$ cat config.mk
export PLATFORM = sky130hd
export DESIGN_NAME = wb_arb2_rr
export DESIGN_NICKNAME = d
export VERILOG_FILES = /design/src/rtl/wb_arb_pkg.sv /design/src/rtl/rr_grant2.sv /design/src/rtl/wb_arb2_rr.sv
export SDC_FILE = /design/constraint.sdc
export NUM_CORES = 1
export LEC_CHECK = 0
export CORE_ASPECT_RATIO = 1.2
export CORE_MARGIN = 5
export CORE_UTILIZATION = 39
export CTS_CLUSTER_SIZE = 40
export DETAILED_ROUTE_END_ITERATION = 10
export PLACE_DENSITY = 0.8
export SYNTH_ARGS = -nofsm -noshare
export SYNTH_HDL_FRONTEND = slang
export SYNTH_SLANG_ARGS = --single-unit
$ cat constraint.sdc
create_clock -name clk_i -period 1.8 [get_ports clk_i]
set_input_delay 0.18 -clock clk_i [delete_from_list [all_inputs] [get_ports clk_i]]
set_output_delay 0.18 -clock clk_i [all_outputs]
set_load 0.01 [all_outputs]
$ cat src/rtl/wb_arb_pkg.sv
// Shared encodings and sizing helper for the two-requester Wishbone arbiter.
// Imported by the grant logic and the arbiter top.
package wb_arb_pkg;

    typedef enum logic {
        IDLE = 1'b0,
        BUSY = 1'b1
    } arb_state_t;

    typedef enum logic {
        M0 = 1'b0,
        M1 = 1'b1
    } gnt_idx_t;

    // Width of a counter that must reach TIMEOUT-1; never narrower than one bit.
    function automatic int tmo_cnt_w(input int timeout);
        int w;
        w = $clog2(timeout);
        return (w < 1) ? 1 : w;
    endfunction

endpackage

$ cat src/rtl/rr_grant2.sv
// Two-way round-robin grant decision, purely combinational.
// A lone request always wins; a tie goes to the requester named by prio.
module rr_grant2
    import wb_arb_pkg::*;
(
    input  logic [1:0] req,
    input  gnt_idx_t   prio,
    output logic       gnt_valid,
    output gnt_idx_t   gnt_idx
);

    always_comb begin
        gnt_valid = |req;
        gnt_idx   = M0;
        if (req == 2'b11) begin
            gnt_idx = prio;
        end else if (req[1]) begin
            gnt_idx = M1;
        end
    end

endmodule

$ cat src/rtl/wb_arb2_rr.sv
// Round-robin arbiter letting two pipelined Wishbone requesters share one
// register-bank slave, one outstanding transaction at a time, with a timeout.
module wb_arb2_rr
    import wb_arb_pkg::*;
#(
    parameter int ADDR_W  = 8,
    parameter int TIMEOUT = 255
) (
    input  logic              clk_i,
    input  logic              rst_n_i,

    input  logic              m0_cyc_i,
    input  logic              m0_stb_i,
    input  logic              m0_we_i,
    input  logic [ADDR_W-1:0] m0_adr_i,
    input  logic [3:0]        m0_sel_i,
    input  logic [31:0]       m0_dat_i,
    output logic              m0_ack_o,
    output logic              m0_err_o,
    output logic              m0_stall_o,

    input  logic              m1_cyc_i,
    input  logic              m1_stb_i,
    input  logic              m1_we_i,
    input  logic [ADDR_W-1:0] m1_adr_i,
    input  logic [3:0]        m1_sel_i,
    input  logic [31:0]       m1_dat_i,
    output logic              m1_ack_o,
    output logic              m1_err_o,
    output logic              m1_stall_o,

    output logic [31:0]       m_dat_o,

    output logic              s_cyc_o,
    output logic              s_stb_o,
    output logic              s_we_o,
    output logic [ADDR_W-1:0] s_adr_o,
    output logic [3:0]        s_sel_o,
    output logic [31:0]       s_dat_o,
    input  logic              s_ack_i,
    input  logic              s_err_i,
    input  logic              s_stall_i,
    input  logic [31:0]       s_dat_i
);

    localparam int                CNT_W    = tmo_cnt_w(TIMEOUT);
    localparam logic [CNT_W-1:0]  TMO_LAST = CNT_W'(TIMEOUT - 1);

    arb_state_t        state;
    gnt_idx_t          prio;
    gnt_idx_t          gnt;
    logic [CNT_W-1:0]  tmo_cnt;

    logic [1:0]        req;
    logic              gnt_valid;
    gnt_idx_t          gnt_idx;
    logic              accept;
    logic              gnt_cyc;

    logic              nxt_we;
    logic [ADDR_W-1:0] nxt_adr;
    logic [3:0]        nxt_sel;
    logic [31:0]       nxt_dat;

    logic              abort;
    logic              rsp_err;
    logic              rsp_ack;
    logic              tmo_hit;

    assign req = {m1_cyc_i & m1_stb_i, m0_cyc_i & m0_stb_i};

    rr_grant2 u_grant (
        .req       (req),
        .prio      (prio),
        .gnt_valid (gnt_valid),
        .gnt_idx   (gnt_idx)
    );

    assign accept = (state == IDLE) && gnt_valid;

    // Only the winner sees stall low, and only on its accept cycle; held in reset.
    assign m0_stall_o = req[0] & ~(rst_n_i & accept & (gnt_idx == M0));
    assign m1_stall_o = req[1] & ~(rst_n_i & accept & (gnt_idx == M1));

    assign nxt_we  = (gnt_idx == M1) ? m1_we_i  : m0_we_i;
    assign nxt_adr = (gnt_idx == M1) ? m1_adr_i : m0_adr_i;
    assign nxt_sel = (gnt_idx == M1) ? m1_sel_i : m0_sel_i;
    assign nxt_dat = (gnt_idx == M1) ? m1_dat_i : m0_dat_i;

    assign gnt_cyc = (gnt == M1) ? m1_cyc_i : m0_cyc_i;

    // Ending conditions while BUSY, strongest first: owner abandons the cycle,
    // slave error (beats a simultaneous ack), slave ack, then timeout.
    assign abort   = (state == BUSY) && !gnt_cyc;
    assign rsp_err = (state == BUSY) && gnt_cyc && s_err_i;
    assign rsp_ack = (state == BUSY) && gnt_cyc && !s_err_i && s_ack_i;
    assign tmo_hit = (state == BUSY) && gnt_cyc && !s_err_i && !s_ack_i
                     && (tmo_cnt == TMO_LAST);

    always_ff @(posedge clk_i or negedge rst_n_i) begin
        if (!rst_n_i) begin
            state    <= IDLE;
            prio     <= M0;
            gnt      <= M0;
            tmo_cnt  <= '0;
            m0_ack_o <= 1'b0;
            m0_err_o <= 1'b0;
            m1_ack_o <= 1'b0;
            m1_err_o <= 1'b0;
            m_dat_o  <= '0;
            s_cyc_o  <= 1'b0;
            s_stb_o  <= 1'b0;
            s_we_o   <= 1'b0;
            s_adr_o  <= '0;
            s_sel_o  <= '0;
            s_dat_o  <= '0;
        end else begin
            m0_ack_o <= 1'b0;
            m0_err_o <= 1'b0;
            m1_ack_o <= 1'b0;
            m1_err_o <= 1'b0;

            unique case (state)
                IDLE: begin
                    if (accept) begin
                        gnt     <= gnt_idx;
                        prio    <= (gnt_idx == M0) ? M1 : M0;
                        s_we_o  <= nxt_we;
                        s_adr_o <= nxt_adr;
                        s_sel_o <= nxt_sel;
                        s_dat_o <= nxt_dat;
                        s_cyc_o <= 1'b1;
                        s_stb_o <= 1'b1;
                        tmo_cnt <= '0;
                        state   <= BUSY;
                    end
                end

                BUSY: begin
                    tmo_cnt <= tmo_cnt + 1'b1;
                    if (!s_stall_i) begin
                        s_stb_o <= 1'b0;
                    end

                    if (abort) begin
                        s_cyc_o <= 1'b0;
                        s_stb_o <= 1'b0;
                        state   <= IDLE;
                    end else if (rsp_err || rsp_ack) begin
                        m_dat_o  <= s_dat_i;
                        m0_ack_o <= rsp_ack && (gnt == M0);
                        m1_ack_o <= rsp_ack && (gnt == M1);
                        m0_err_o <= rsp_err && (gnt == M0);
                        m1_err_o <= rsp_err && (gnt == M1);
                        s_cyc_o  <= 1'b0;
                        s_stb_o  <= 1'b0;
                        state    <= IDLE;
                    end else if (tmo_hit) begin
                        m0_err_o <= (gnt == M0);
                        m1_err_o <= (gnt == M1);
                        s_cyc_o  <= 1'b0;
                        s_stb_o  <= 1'b0;
                        state    <= IDLE;
                    end
                end

                default: begin
                    state <= IDLE;
                end
            endcase
        end
    end

endmodule

==> metrics.md <==
| Metric | Value |
|---|---|
| Run status | `completed` |
| Num rows | `40` |
| Number of CTS-inserted buffers | `9` |
| Post-synthesis share of cell area spent on and, or, nand and nor gates | `0.0367` |
| Max-slew headroom | `0.506` |
| Post-DR wirelength/cell | `19.0 µm` |
| Insertion delay to the later sink of the worst-skew pair | `340 ps` |
| Mapped cell area | `roughly 4100 µm²` |
| Iteration-0 DRC count of the detailed router | `around 120` |
| Worst min path class | `in2reg` |
| Layout Nets | `653` |
| Synthesized area per cell | `~14 µm²` |
| Crit path DAT | `1520 ps` |
| Commonest cells after routing, fill and taps aside | `clkdlybuf4s50_1 (212), dfrtp_1 (93), a21boi_0 (45)` |
| Post-synthesis share of cell area spent on full adders, half adders and majority gates | `0.00617` |
| Setup Buffers After CTS | `0` |
| Max Fclk | `587 MHz` |
| Critical Path Slowest Stage Cell | `clkdlybuf4s50_1` |
| Total vias in the final route | `around 3500` |
| Reg-to-reg slack, setup | `between 200 and 250 ps` |
| Overall die area | `12500 µm²` |
| Sequential share of the synthesized area | `0.580` |
| Category of the worst setup path launch point | `primary input` |
| Final Critical Period | `1700 ps` |
| Number of detailed-route iterations in the first pass | `4` |
| Maximum fanout along the worst path | `4` |
| Buffer type at the clock tree root | `clkbuf_16` |
| Share of cell area taken by muxes after synthesis | `0.0914` |
| Maximum vdd drop | `0.000517 V` |
| Fin Clk Skew | `around 7.6 ps` |
| Unrepaired setup endpoints after global routing | `false` |
| Ratio of cells with drive above 1 in the final layout | `0.133` |
| Most common cell after layout, fill and taps aside | `clkdlybuf4s50_1` |
| Main synth FF type | `dfrtp_1` |
| Largest family of logic cells by synthesized area | `compound AO/OA/AOI/OAI gates` |
| Synth async-reset ratio | `1.00` |
| Core Area | `between 10000 and 15000 µm²` |
| Post-place setup slack | `-157 ps` |
| Number of hold-slack violations in the final timing report | `0` |
| Portion of the clock cycle consumed by the worst path in the final layout | `0.946` |
| Required arrival time at the worst endpoint | `about 1600 ps` |
| Ratio of total power to cell area | `between 1000 and 1500 nW/µm²` |
| Overall overflow remaining after global route | `0` |
| FF-to-FF Start | `prio` |
| Top-Level Pins | `216` |
| Crit Path Category | `in2out` |
| Number of pins exceeding their max-slew limit in the final report | `0` |
| Worst-Margin Slew | `741 ps` |
| Number of buffers on the longest clock path | `2` |
| Yosys warning count | `0` |
| Die Wd | `103 µm` |
| Post-synthesis net count | `between 400 and 500` |
| Count of nets left with antenna violations after detail routing | `0` |
| Total setup violations reported at the end of the flow | `0` |
| Post-Synthesis Cells | `300` |
| H-tree depth | `3` |
| Detailed Place HPWL | `9200 µm` |
| Worst flop-to-flop path endpoint | `s_dat_o[7]` |
| Maximum number of pins on one net before global-route repair | `60` |
| Area fraction in compound gates after synthesis | `0.242` |
| Launch point of the worst hold path | `s_stall_i` |
| Height of the die | `around 120 µm` |
| Initial antenna violation count | `0` |
| Number of remaining DRC errors | `0` |
| Worst setup slack after layout | `96.4 ps` |
| Diodes inserted | `0` |
| Total instance count after detailed placement | `between 600 and 700` |
| Final wirelength | `roughly 12000 µm` |
| Setup crit start | `m0_stb_i` |
| Initial Util | `0.401` |
| Hold EP | `s_stb_o` |
| Fraction of synthesized cell area in xor and xnor cells | `0.00216` |
| Wire length of the first global-routing pass | `approximately 19000 µm` |
| Nature of the critical path endpoint | `output pin` |
| Via count of the first global-routing pass | `between 3000 and 4000` |
| GRT Total Usage | `0.198` |
| Number of distinct library cells after synthesis | `36` |
| CTS tree | `done` |
| Clock Pin Slew Worst Setup and Hold Paths | `roughly 70 ps` |
| Max-capacitance violation count | `0` |
| Worst path max stage delay | `between 500 and 600 ps` |
| Worst hold path cell count | `3` |
| Non-filler instance count after layout | `about 650` |
| Leakage power | `approximately 2.7 nW` |
| Count of flip-flops with a built-in enable after synthesis | `0` |
| Vias per inst | `roughly 5.4` |
| Synth Register Bits | `94` |
| CP Cell Sequence | `clkdlybuf4s50_1 -> nand2_1 -> a311oi_4 -> a21oi_1 -> dlygate4sd2_1` |
| Count of port buffers added during placement | `about 220` |
| Number of sinks on the clock net | `between 90 and 100` |
| Count of cells along the worst register-to-register path | `4` |
| Area overhead of the layout relative to synthesis | `64.3%` |
| Final weighted congestion in routability-driven placement | `~0.74` |
## worst max-delay path, delay by kind of cell
kind / cells / cell delay, ps
simple gates: 1 / 120
compound gates: 2 / 400
buf+inv: 2 / 820
## flip-flops by register name, summed over array words and instances, names as in the netlist, 4 cells and up
| signal | count |
|---|---|
| s_sel_o | 4 |
| s_adr_o | 8 |
| tmo_cnt | 8 |
| s_dat_o | 32 |
| m_dat_o | 32 |
## cell families (layout without fill, tap and decap cells)
family / Yosys count / after routing
AO/OA/AOI/OAI: 117 / 117
XOR/XNOR: 1 / 1
adder cells (fa/ha/maj): 2 / 2
buffers and inverters: 26 / 251
flip-flops: 94 / 94
multiplexers: 33 / 33
AND/OR/NAND/NOR: 27 / 27
## metal layers
metal  GRT usage  share of wire  up-vias
li1            -              -     1606
met4      0.0640          0.016        0
met1       0.225           0.37     1705
met2       0.351           0.52      167
met5           0              0        -
met3      0.0613          0.085       21
## power breakdown
group	switching [mW]	internal (mW)	leakage (nW)
sequential	0.314	2.68	1.16
combinational	1.00	1.72	1.45
clock	0.827	0.944	0.126
## worst max path at each step
stage	to	slack, ps	depth (start not counted)
floorplan	s_stb_o	350	5
global placement	s_adr_o[5]	-100	5
detailed placement	s_dat_o[7]	-160	5
CTS	m0_stall_o	90	5
global route	m0_stall_o	40	5
finish	m0_stall_o	100	5
## stage by stage
stage	area (µm²)	utilization	total power [mW]	hold WS [ps]	TNS, ps
3_3_place_gp	6380	0.631	5.70	279	-5160
6_report	6660	0.659	7.49	428	0
4_1_cts	6660	0.659	7.58	419	0
5_1_grt	6660	0.659	7.90	426	0
3_5_place_dp	6380	0.631	5.78	285	-8060
2_1_floorplan	4050	-	4.08	-116	0
## cells in the mapped netlist, types with 4 or more instances
master,instances,area (µm²)
a21oi_1,5,25.0
a221o_1,43,430
nor2_1,6,22.5
mux2_2,30,338
buf_6,4,45.0
nand2_1,9,33.8
o21ai_0,6,30.0
a21boi_0,45,338
buf_2,5,25.0
clkbuf_1,6,22.5
buf_4,9,67.6
dfrtp_1,94,2350
## final cells by class
type / count / area, µm²
multi-input combinational: 180 / 1550
tap: 126 / 158
timing repair buffer: 233 / 2320
clock inverter: 6 / 45.0
inverter: 2 / 7.51
fill: 774 / 3450
clock buffer: 10 / 229
sequential: 94 / 2350
## what timing repair did
item	in CTS	in global routing
endpoints found under the setup margin	2	0
resized for setup	3	0
hold buffers	1	0
hold endpoints to repair	35	0
(Power assumes the default switching activity.)
==> patch: new RTL, config.mk and constraints unchanged <==
Put one more register stage on the output `m0_err_o`, with the module's reset. The value now appears one clock later. The other outputs are not delayed to match.
--- a/src/rtl/wb_arb2_rr.sv
+++ b/src/rtl/wb_arb2_rr.sv
@@ -45,6 +45,8 @@
 
     localparam int                CNT_W    = tmo_cnt_w(TIMEOUT);
     localparam logic [CNT_W-1:0]  TMO_LAST = CNT_W'(TIMEOUT - 1);
+
+    logic m0_err_s0;
 
     arb_state_t        state;
     gnt_idx_t          prio;
@@ -104,7 +106,7 @@
             gnt      <= M0;
             tmo_cnt  <= '0;
             m0_ack_o <= 1'b0;
-            m0_err_o <= 1'b0;
+            m0_err_s0 <= 1'b0;
             m1_ack_o <= 1'b0;
             m1_err_o <= 1'b0;
             m_dat_o  <= '0;
@@ -116,7 +118,7 @@
             s_dat_o  <= '0;
         end else begin
             m0_ack_o <= 1'b0;
-            m0_err_o <= 1'b0;
+            m0_err_s0 <= 1'b0;
             m1_ack_o <= 1'b0;
             m1_err_o <= 1'b0;
 
@@ -150,13 +152,13 @@
                         m_dat_o  <= s_dat_i;
                         m0_ack_o <= rsp_ack && (gnt == M0);
                         m1_ack_o <= rsp_ack && (gnt == M1);
-                        m0_err_o <= rsp_err && (gnt == M0);
+                        m0_err_s0 <= rsp_err && (gnt == M0);
                         m1_err_o <= rsp_err && (gnt == M1);
                         s_cyc_o  <= 1'b0;
                         s_stb_o  <= 1'b0;
                         state    <= IDLE;
                     end else if (tmo_hit) begin
-                        m0_err_o <= (gnt == M0);
+                        m0_err_s0 <= (gnt == M0);
                         m1_err_o <= (gnt == M1);
                         s_cyc_o  <= 1'b0;
                         s_stb_o  <= 1'b0;
@@ -171,5 +173,13 @@
         end
     end
 
+    always_ff @(posedge clk_i or negedge rst_n_i) begin
+        if (!rst_n_i) begin
+            m0_err_o <= '0;
+        end else begin
+            m0_err_o <= m0_err_s0;
+        end
+    end
+
 endmodule
 
Check against the original RTL: not equivalent (a bounded check fails within 4 cycles, from zero or initial values and one cycle with rst_n_i low).
==> patch against the unedited design <==
  * Clock power increased by 14%
  * Area after synthesis increased by 0.62%
  * Sequential share of layout area decreased by 0.24 points
  * Core utilization decreased by 0.51 points
  * Routed wire length decreased by 2.0%
  * Design area increased by 1.7%
  * Worst setup slack improved by 7.8 ps
  * Total power increased by 3.9%
  * Largest cell class unchanged
  * Sequential cell count increased by 1
  * Largest power group unchanged
==> patch: results (changes against the unedited design) <==
Status
  • Run status: completed

Placement
  • Total placed instance area: 6440 sq um (+0.96%)
  • Number of I/O port buffers: 215 (unchanged)
  • RD Place Congestion: 0.759 (+2.6%)
  • Placed wire-length estimate: 8.99 mm (-2.3%)
  • Post-Place Cells: 639 (+0.79%)
  • Worst setup slack before clock tree synthesis: -147 ps (+10.2 ps)

Logic synthesis
  • Commonest cells in the synthesized netlist: 95 x sky130_fd_sc_hd__dfrtp_1, 45 x sky130_fd_sc_hd__a21boi_0, 43 x sky130_fd_sc_hd__a221o_1, 30 x sky130_fd_sc_hd__mux2_2
  • Total nets after synthesis: 434 (+0.23%)
  • Yosys warns: 0 (unchanged)
  • Top post-synthesis cells by area: sky130_fd_sc_hd__dfrtp_1 58%, sky130_fd_sc_hd__a221o_1 11%, sky130_fd_sc_hd__a21boi_0 8.3%, sky130_fd_sc_hd__mux2_2 8.3%, sky130_fd_sc_hd__buf_4 1.7%
  • Share of the yosys chip area belonging to registers: 58.3% (+0.26 points)
  • Instance count of the mapped netlist: 301 (+0.33%)
  • Async S/R FF share, synth: 100% (unchanged)

Global routing
  • First-pass GRT wire length: 18.7 mm (-3.4%)
  • GRT Util Overall: 18.8% (-1.0 points)
  • Vias in the first global route: 3819 (-2.0%)
  • Largest net degree at the start of global routing: 58 (-3.3%)
  • Initial antenna violation count: 0 (unchanged)

Pwr
  • VDD IR-drop max: 517 uV (about the same)
  • Standby leakage power: 2.82 nW (+3.0%)

Route
  • Count of routing violations after the opening detailed-route iteration: 92 (-23%)
  • Per-cell routed wire length: 18.5 um (-2.8%)
  • Routed vias: 3537 (+1.1%)
  • Number of optimization iterations in the first detailed-route pass: 5 (+1)

Finish
  • Fill cell instance count of the final layout: 796 (+2.8%)
  • Share of cells above drive strength 1: 13.5% (+0.14 points)
  • Number of nets in the layout: 655 (+0.31%)
  • Final standard cell count with taps included and fillers excluded: 656 (+0.77%)
  • Largest registers ranked by flip-flop count: m_dat_o: 32 flops, s_dat_o: 32 flops

Clock tree
  • Worst-path clk slew: around 60 ps
  • Latest clock arrival within the worst-skew pair: about 330 ps
  • Cell at the root of the clock tree: sky130_fd_sc_hd__clkbuf_16

Timing
  • Fmax achieved: 590 MHz (+0.46%)
  • Clock Skew: 4.54 ps (-3.02 ps)
  • Worst Max-Slew Pin Slew: 708 ps (-33.2 ps)

Critical path
  • CP Data Arrival Time: 1520 ps (about the same)
  • Crit Path Max Fanout: 8 (+4)

Worst hold path
  • Type of the worst min-delay path: input pin to flop
[patch: cell types whose count changed after synthesis, sizes merged]
| cell | before | now |
|---|---|---|
| dfrtp | 94 | 95 |
[patch: cells by family after synthesis]
group,Yosys count,synth area share (%)
and+or+nand+nor,27,3.65
muxes,33,9.08
DFF,95,58.3
buffers and inverters,26,4.11
AOI/OAI and AO/OA,117,24.0
xor gates and xnor gates,1,0.215
adders and majority gates,2,0.613
[patch: worst max-delay path: stages, from the launching register on]
cell	delay [ps]
sky130_fd_sc_hd__dfrtp_1	510
sky130_fd_sc_hd__a311oi_4	270
sky130_fd_sc_hd__a21oi_1	100
sky130_fd_sc_hd__dlygate4sd2_1	310
[patch: repair_timing]
item / 4_1_cts / 5_1_grt
gates resized for setup: 2 / 2
setup endpoints to repair: 2 / 1
hold endpoints to repair: 38 / 0
hold buffers: 1 / 0
buffers inserted: 0 / 0
[patch: metal layers]
layer | vias up | track usage, % | wire [um]
li1 | 1614 | - | -
met1 | 1715 | 22.8 | 4780
met2 | 178 | 31.3 | 5940
met3 | 30 | 5.27 | 1090
met4 | 0 | 7.53 | 296
met5 | - | 0 | 0
[patch: worst paths after layout]
path / startpoint / to / depth (start not counted)
setup / recovery: state / m0_stall_o / 3
hold / removal: m0_cyc_i / m0_err_s0 / 3
setup reg to reg: state / m_dat_o[15] / 4
hold reg to reg: m0_err_s0 / m0_err_o / 0
max in group asynchronous: rst_n_i / s_sel_o[3] / 3
min in group asynchronous: rst_n_i / prio / 3
[patch: final cells by class]
class                           instances  share of cell area (%)
Clock inverter                          6                    1.24
Multi-Input combinational cell        180                    22.8
Tap cell                              129                    2.38
Clock buffer                           10                    3.53
Inverter                                2                   0.111
Sequential cell                        95                    35.1
Timing Repair Buffer                  234                    34.8
[patch: metrics by stage]
stage	hold slack [ps]	setup TNS (ps)	total power [mW]	utilization, %
global route	260	0	8.20	65.4
detailed placement	293	-3870	5.83	62.1
global placement	285	-201	5.74	62.1
floorplan	-116	0	4.11	-
finish	245	0	7.79	65.4
CTS	356	0	7.90	65.3
[patch: where the power goes]
group / internal, mW / switching [mW]
sequential: 2.70 / 0.331
combinational: 1.73 / 1.01
clock: 1.25 / 0.765
total: 5.68 / 2.10
